<file path="config.mk">
export PLATFORM = sky130hd
export DESIGN_NAME = handshake_tx_flat
export DESIGN_NICKNAME = d
export VERILOG_FILES = /design/src/rtl/handshake_tx_if.sv /design/src/rtl/handshake_tx.sv /design/src/flat_wrapper.sv
export SDC_FILE = /design/constraint.sdc
export NUM_CORES = 1
export LEC_CHECK = 0
export BUFFER_PORTS_ARGS = -buffer_cell sky130_fd_sc_hd__buf_2
export CAP_MARGIN = 25
export CORE_MARGIN = 3
export CORE_UTILIZATION = 46
export DETAILED_ROUTE_END_ITERATION = 12
export GPL_TIMING_DRIVEN = 0
export PLACE_DENSITY = 0.82
export SLEW_MARGIN = 20
export SYNTH_ARGS = -nofsm -noshare
export SYNTH_HDL_FRONTEND = slang
export SYNTH_SLANG_ARGS = --single-unit
export TNS_END_PERCENT = 1
</file>
<file path="constraint.sdc">
create_clock -name clk -period 1.4 [get_ports clk]
set_input_delay 0.07 -clock clk [delete_from_list [all_inputs] [get_ports clk]]
set_output_delay 0.07 -clock clk [all_outputs]
set_load 0.02 [all_outputs]
</file>
<file path="src/rtl/handshake_tx_if.sv">
// Bundle of signals between the local sender, the handshake_tx block and the remote
// four-phase receiver. The master modport is the block's view; the slave modport is its environment.
interface handshake_tx_if #(
  parameter int DATA_W = 8
);
  logic              tx_valid;
  logic [DATA_W-1:0] tx_data;
  logic              tx_ready;
  logic              req_out;
  logic [DATA_W-1:0] data_out;
  logic              ack_in;
  logic              done;
  logic              err;

  modport master (
    input  tx_valid, tx_data, ack_in,
    output tx_ready, req_out, data_out, done, err
  );

  modport slave (
    output tx_valid, tx_data, ack_in,
    input  tx_ready, req_out, data_out, done, err
  );
endinterface

</file>
<file path="src/rtl/handshake_tx.sv">
// Four-phase request/acknowledge transmitter toward an asynchronous domain.
// It sends one word per handshake and has an ack timeout while waiting for the acknowledge.
module handshake_tx #(
  parameter int DATA_W    = 8,
  parameter int TO_CYCLES = 64
) (
  input  logic            clk,
  input  logic            rst,
  handshake_tx_if.master  bus
);

  typedef enum logic [1:0] {IDLE, REQ, RELEASE} state_e;

  localparam logic [7:0] TO_LAST = 8'(TO_CYCLES - 1);

  state_e            state_q, state_d;
  logic              ack_meta_q, ack_s_q;
  logic [7:0]        cnt_q, cnt_d;
  logic              req_q, req_d;
  logic [DATA_W-1:0] data_q, data_d;
  logic              rdy_q;
  logic              done_c, err_c;

  // ack_in is asynchronous to clk; only ack_s_q is used past this point
  always_ff @(posedge clk or posedge rst) begin
    if (rst) begin
      ack_meta_q <= 1'b0;
      ack_s_q    <= 1'b0;
    end else begin
      ack_meta_q <= bus.ack_in;
      ack_s_q    <= ack_meta_q;
    end
  end

  always_ff @(posedge clk or posedge rst) begin
    if (rst) begin
      state_q <= IDLE;
      cnt_q   <= '0;
      req_q   <= 1'b0;
      data_q  <= '0;
      rdy_q   <= 1'b0;
    end else begin
      state_q <= state_d;
      cnt_q   <= cnt_d;
      req_q   <= req_d;
      data_q  <= data_d;
      rdy_q   <= (state_d == IDLE);
    end
  end

  always_comb begin
    state_d = state_q;
    cnt_d   = cnt_q;
    req_d   = req_q;
    data_d  = data_q;
    done_c  = 1'b0;
    err_c   = 1'b0;
    case (state_q)
      IDLE: begin
        if (bus.tx_valid && rdy_q) begin
          data_d  = bus.tx_data;
          req_d   = 1'b1;
          cnt_d   = '0;
          state_d = REQ;
        end
      end
      REQ: begin
        // ack is checked first, so an ack on the timeout cycle counts as done
        if (ack_s_q) begin
          done_c  = 1'b1;
          req_d   = 1'b0;
          state_d = RELEASE;
        end else if (cnt_q == TO_LAST) begin
          err_c   = 1'b1;
          req_d   = 1'b0;
          state_d = RELEASE;
        end else begin
          cnt_d = cnt_q + 8'd1;
        end
      end
      RELEASE: begin
        if (!ack_s_q) state_d = IDLE;
      end
      default: state_d = IDLE;
    endcase
  end

  assign bus.tx_ready = rdy_q;
  assign bus.req_out  = req_q;
  assign bus.data_out = data_q;
  assign bus.done     = done_c;
  assign bus.err      = err_c;

endmodule

</file>
<file path="src/flat_wrapper.sv">
// flat-port wrapper written by rule: the top's interface ports become plain ports
module handshake_tx_flat 
#(
  parameter int DATA_W    = 8,
  parameter int TO_CYCLES = 64
)
  (clk, rst, bus_tx_valid, bus_tx_data, bus_ack_in, bus_tx_ready, bus_req_out, bus_data_out, bus_done, bus_err);
  handshake_tx_if #(.DATA_W(DATA_W)) bus_i ();
  input  logic clk;
  input  logic rst;
  input wire logic [$bits(bus_i.tx_valid)-1:0] bus_tx_valid;
  input wire logic [$bits(bus_i.tx_data)-1:0] bus_tx_data;
  input wire logic [$bits(bus_i.ack_in)-1:0] bus_ack_in;
  output wire logic [$bits(bus_i.tx_ready)-1:0] bus_tx_ready;
  output wire logic [$bits(bus_i.req_out)-1:0] bus_req_out;
  output wire logic [$bits(bus_i.data_out)-1:0] bus_data_out;
  output wire logic [$bits(bus_i.done)-1:0] bus_done;
  output wire logic [$bits(bus_i.err)-1:0] bus_err;
  assign bus_i.tx_valid = bus_tx_valid;
  assign bus_i.tx_data = bus_tx_data;
  assign bus_i.ack_in = bus_ack_in;
  assign bus_tx_ready = bus_i.tx_ready;
  assign bus_req_out = bus_i.req_out;
  assign bus_data_out = bus_i.data_out;
  assign bus_done = bus_i.done;
  assign bus_err = bus_i.err;
  handshake_tx #(.DATA_W(DATA_W), .TO_CYCLES(TO_CYCLES)) u_core (.clk(clk), .rst(rst), .bus(bus_i));
endmodule
</file>
==> run_results.csv <==
group,metric,value,unit
timing,fin_setup_tns,-0.430,ns
finish,drive_above_1_share,37.1,%
clock_tree,htree_levels,1,
synth,yosysWarningCount,0,
clock_tree,cts_tree,"yes",
synth,synth.distinct_cells,35,
global_routing,antenna_found_initial,0,
finish,mostFrequentLayoutCell,"nand2_1",
floorplanning,dieArea,2880,µm²
drt,antenna_left,0,
setup_path,critPathKind,"reg2reg",
synth,synth_area,1050,µm²
synth,synthArstFlopShare,100,%
floorplanning,io_pins,24,
power,power_leakage,0.712,nW
finish,final_cell_mix,"32 x nand2_1, 24 x buf_2, 18 x dfrtp_1, 10 x dlygate4sd3_1, 7 x buf_4",
setup_path,max_stage_delay,0.42,ns
finish,fill_cells,141,
timing,clock_skew,0.0140,ns
finish,antennaDiodeCount,0,
finish,nNetsFinal,158,
timing,period_share,108,%
drt,wl_per_cell,14.5,µm
finish,instances_no_fill,170,
floorplanning,core_area,2060,µm²
min_path,hold_class,"in2reg",
floorplanning,die_x,53.7,µm
synth,ys_seq_area_share,52.6,%
clock_tree,cts.sinks,22,
global_routing,grt_pass1_vias,926,
finish,final_core_util,68.8,%
place,gp_congestion,0.809,
timing,slew_viol_final,0,
outcome,failed_checks,"negative setup slack",
clock_tree,cts_inserted_buffers,3,
setup_path,critPathCaptureType,"flip-flop",
global_routing,grt_max_degree,23,
floorplanning,core.rowCount,16,
drt,drtIter0Drc,16,
timing,slew_headroom,45.4,%
timing,rsz0062_at_grt,"yes",
synth,syn_avg_cell_area,10.4,µm²
finish,syn2layout_area_growth,35.6,%
drt,drt-total-wl,2470,µm
outcome,outcome,"finished, violations left",
clock_tree,root_buffer,"clkbuf_4",
power,ir_worst_vdd,1290,µV
global_routing,grt_usage,20.2,%
clock_tree,cts_buffer_depth,2,
drt,detail_route.drc_violations,0,
finish,multiInputGateArea,522,µm²
place,dp_hpwl,1620,µm
setup_path,cp_slowest_cell,"dfrtp_1",
drt,via_per_inst,5.26,
timing,fmax,0.661,GHz
synth,synth_edf_count,0,
timing,worst_slew_pin_slew,0.818,ns
place,io_buffers,23,
clock_tree,clk_latency,0.31,ns
synth,synth-main-ff-cell,"dfrtp_1",
global_routing,grt_pass1_wl,4150,µm
timing,period_minus_slack,1.51,ns
synth,syn_nets,114,
setup_path,critPathRequiredTime,1.62,ns
place,place_inst,151,
floorplanning,fp.dieH,53.7,µm
setup_path,crit_fanout,4,
setup_path,cp.arrival,1.74,ns
finish,register_area,556,µm²
timing,finalHoldViolations,0,
setup_path,startpoint_type,"flip-flop",
timing,worst_slack,-0.112,ns
clock_tree,path_clk_slew,0.12,ns
timing,finalSetupViolCount,6,
setup_path,path_cells,"ha_4 -> or3b_4 -> o21ai_4 -> mux2i_1",
power,power_density,1570,nW/µm²
drt,drtPass1Iterations,4,
floorplanning,start_util,50.7,%
synth,synth-seq-cells,22,
job,cap_viol_max_count,0,
synth,syn_inst,101,
drt,route.vias.total,895,
global_routing,grt_overflow,0,
==> registers in the layout (all words and copies together) (netlist names) <==
signal	count
u_core.bus.req_out	1
u_core.bus.data_out	8
u_core.cnt_q	8
u_core.bus.tx_ready	1
u_core.state_q	2
u_core.ack_meta_q	1
u_core.ack_s_q	1
==> synthesized netlist by cell type (2+ instances only) <==
library cell   n  area (µm²)
and4bb_1       2        25.0
buf_2          2        10.0
dfrtp_1       22         551
inv_1          2        7.51
mux2i_1        6        60.1
nand2_1       33         124
nand3_1        2        10.0
nand4_1        2        12.5
nor2b_1        2        12.5
o21ai_1        2        10.0
or3b_4         2        22.5
==> report_power, final <==
group	total (mW)	internal, mW	switching [mW]	leakage [nW]
combinational	0.985	0.407	0.577	0.424
clock	0.279	0.100	0.178	0.0138
sequential	0.971	0.827	0.143	0.274
total	2.23	1.34	0.899	0.712
==> through the flow <==
step                      setup WS [ns]  hold WS [ns]  area, µm²  total power, mW
after floorplan                 -0.0252        0.0592       1050             1.55
after global placement           -0.148         0.178       1200             1.79
after detailed placement         -0.171         0.179       1200             1.83
after CTS                        -0.116         0.215       1400             2.22
after global routing             -0.185         0.210       1420             2.40
final                            -0.112         0.231       1420             2.23
==> layer usage <==
| layer | wire [µm] | share of wire (%) | up-vias | global-route usage (%) |
|---|---|---|---|---|
| met5 | 0 | 0 | - | 0 |
| met4 | 9 | 0.36 | 0 | 3.83 |
| met3 | 114 | 4.6 | 2 | 6.37 |
| met2 | 1320 | 54 | 21 | 34.1 |
| met1 | 1020 | 41 | 434 | 25.3 |
| li1 | - | - | 438 | - |
==> kinds of logic after synthesis <==
| kind of cell | synth area share [%] |
|---|---|
| AOI/OAI and AO/OA | 9.33 |
| DFF | 52.6 |
| buffers and inverters | 2.03 |
| and+or+nand+nor | 29.1 |
| muxes | 5.74 |
| adders and majority gates | 1.20 |
==> area by class of cell <==
class | count | share of cell area (%)
plain buffers | 3 | 1.06
multi-input cells | 74 | 36.8
flip-flops and latches | 22 | 39.2
inverters | 2 | 0.529
clock buffers | 3 | 1.59
well taps | 27 | 2.38
repair buffers | 39 | 18.5
==> repair_timing <==
item                                    CTS  global route
buffers inserted                          5             1
hold endpoints to repair                 31             0
hold buffers                             10             0
pin swaps                                 0             2
endpoints found under the setup margin   18             8
resized for setup                        12             3
==> path summary, 6_finish.rpt <==
check                                                  from                            endpoint  slack [ns]  cells past startpoint
worst min register to register  u_core.ack_meta_q$_DFF_PP0_            u_core.ack_s_q$_DFF_PP0_        0.36                      0
max in group asynchronous                               rst         u_core.cnt_q[0]$_DFFE_PP0P_        0.36                      3
worst max register to register  u_core.cnt_q[1]$_DFFE_PP0P_         u_core.cnt_q[1]$_DFFE_PP0P_       -0.11                      4
worst max-delay path            u_core.cnt_q[1]$_DFFE_PP0P_         u_core.cnt_q[1]$_DFFE_PP0P_       -0.11                      4
worst min-delay path                           bus_tx_valid      u_core.bus.req_out$_DFFE_PP0P_        0.23                      3
min in group asynchronous                               rst  u_core.bus.data_out[2]$_DFFE_PP0P_        0.46                      3
==> critical path, delay by kind of cell (launching register included) <==
family          cells  cell delay, ns
compound gates      1            0.17
simple gates        1            0.42
fa+ha+maj           1            0.15
mux                 1            0.26
flops               1            0.42
Note: power is estimated with default switching activity, not from simulation.
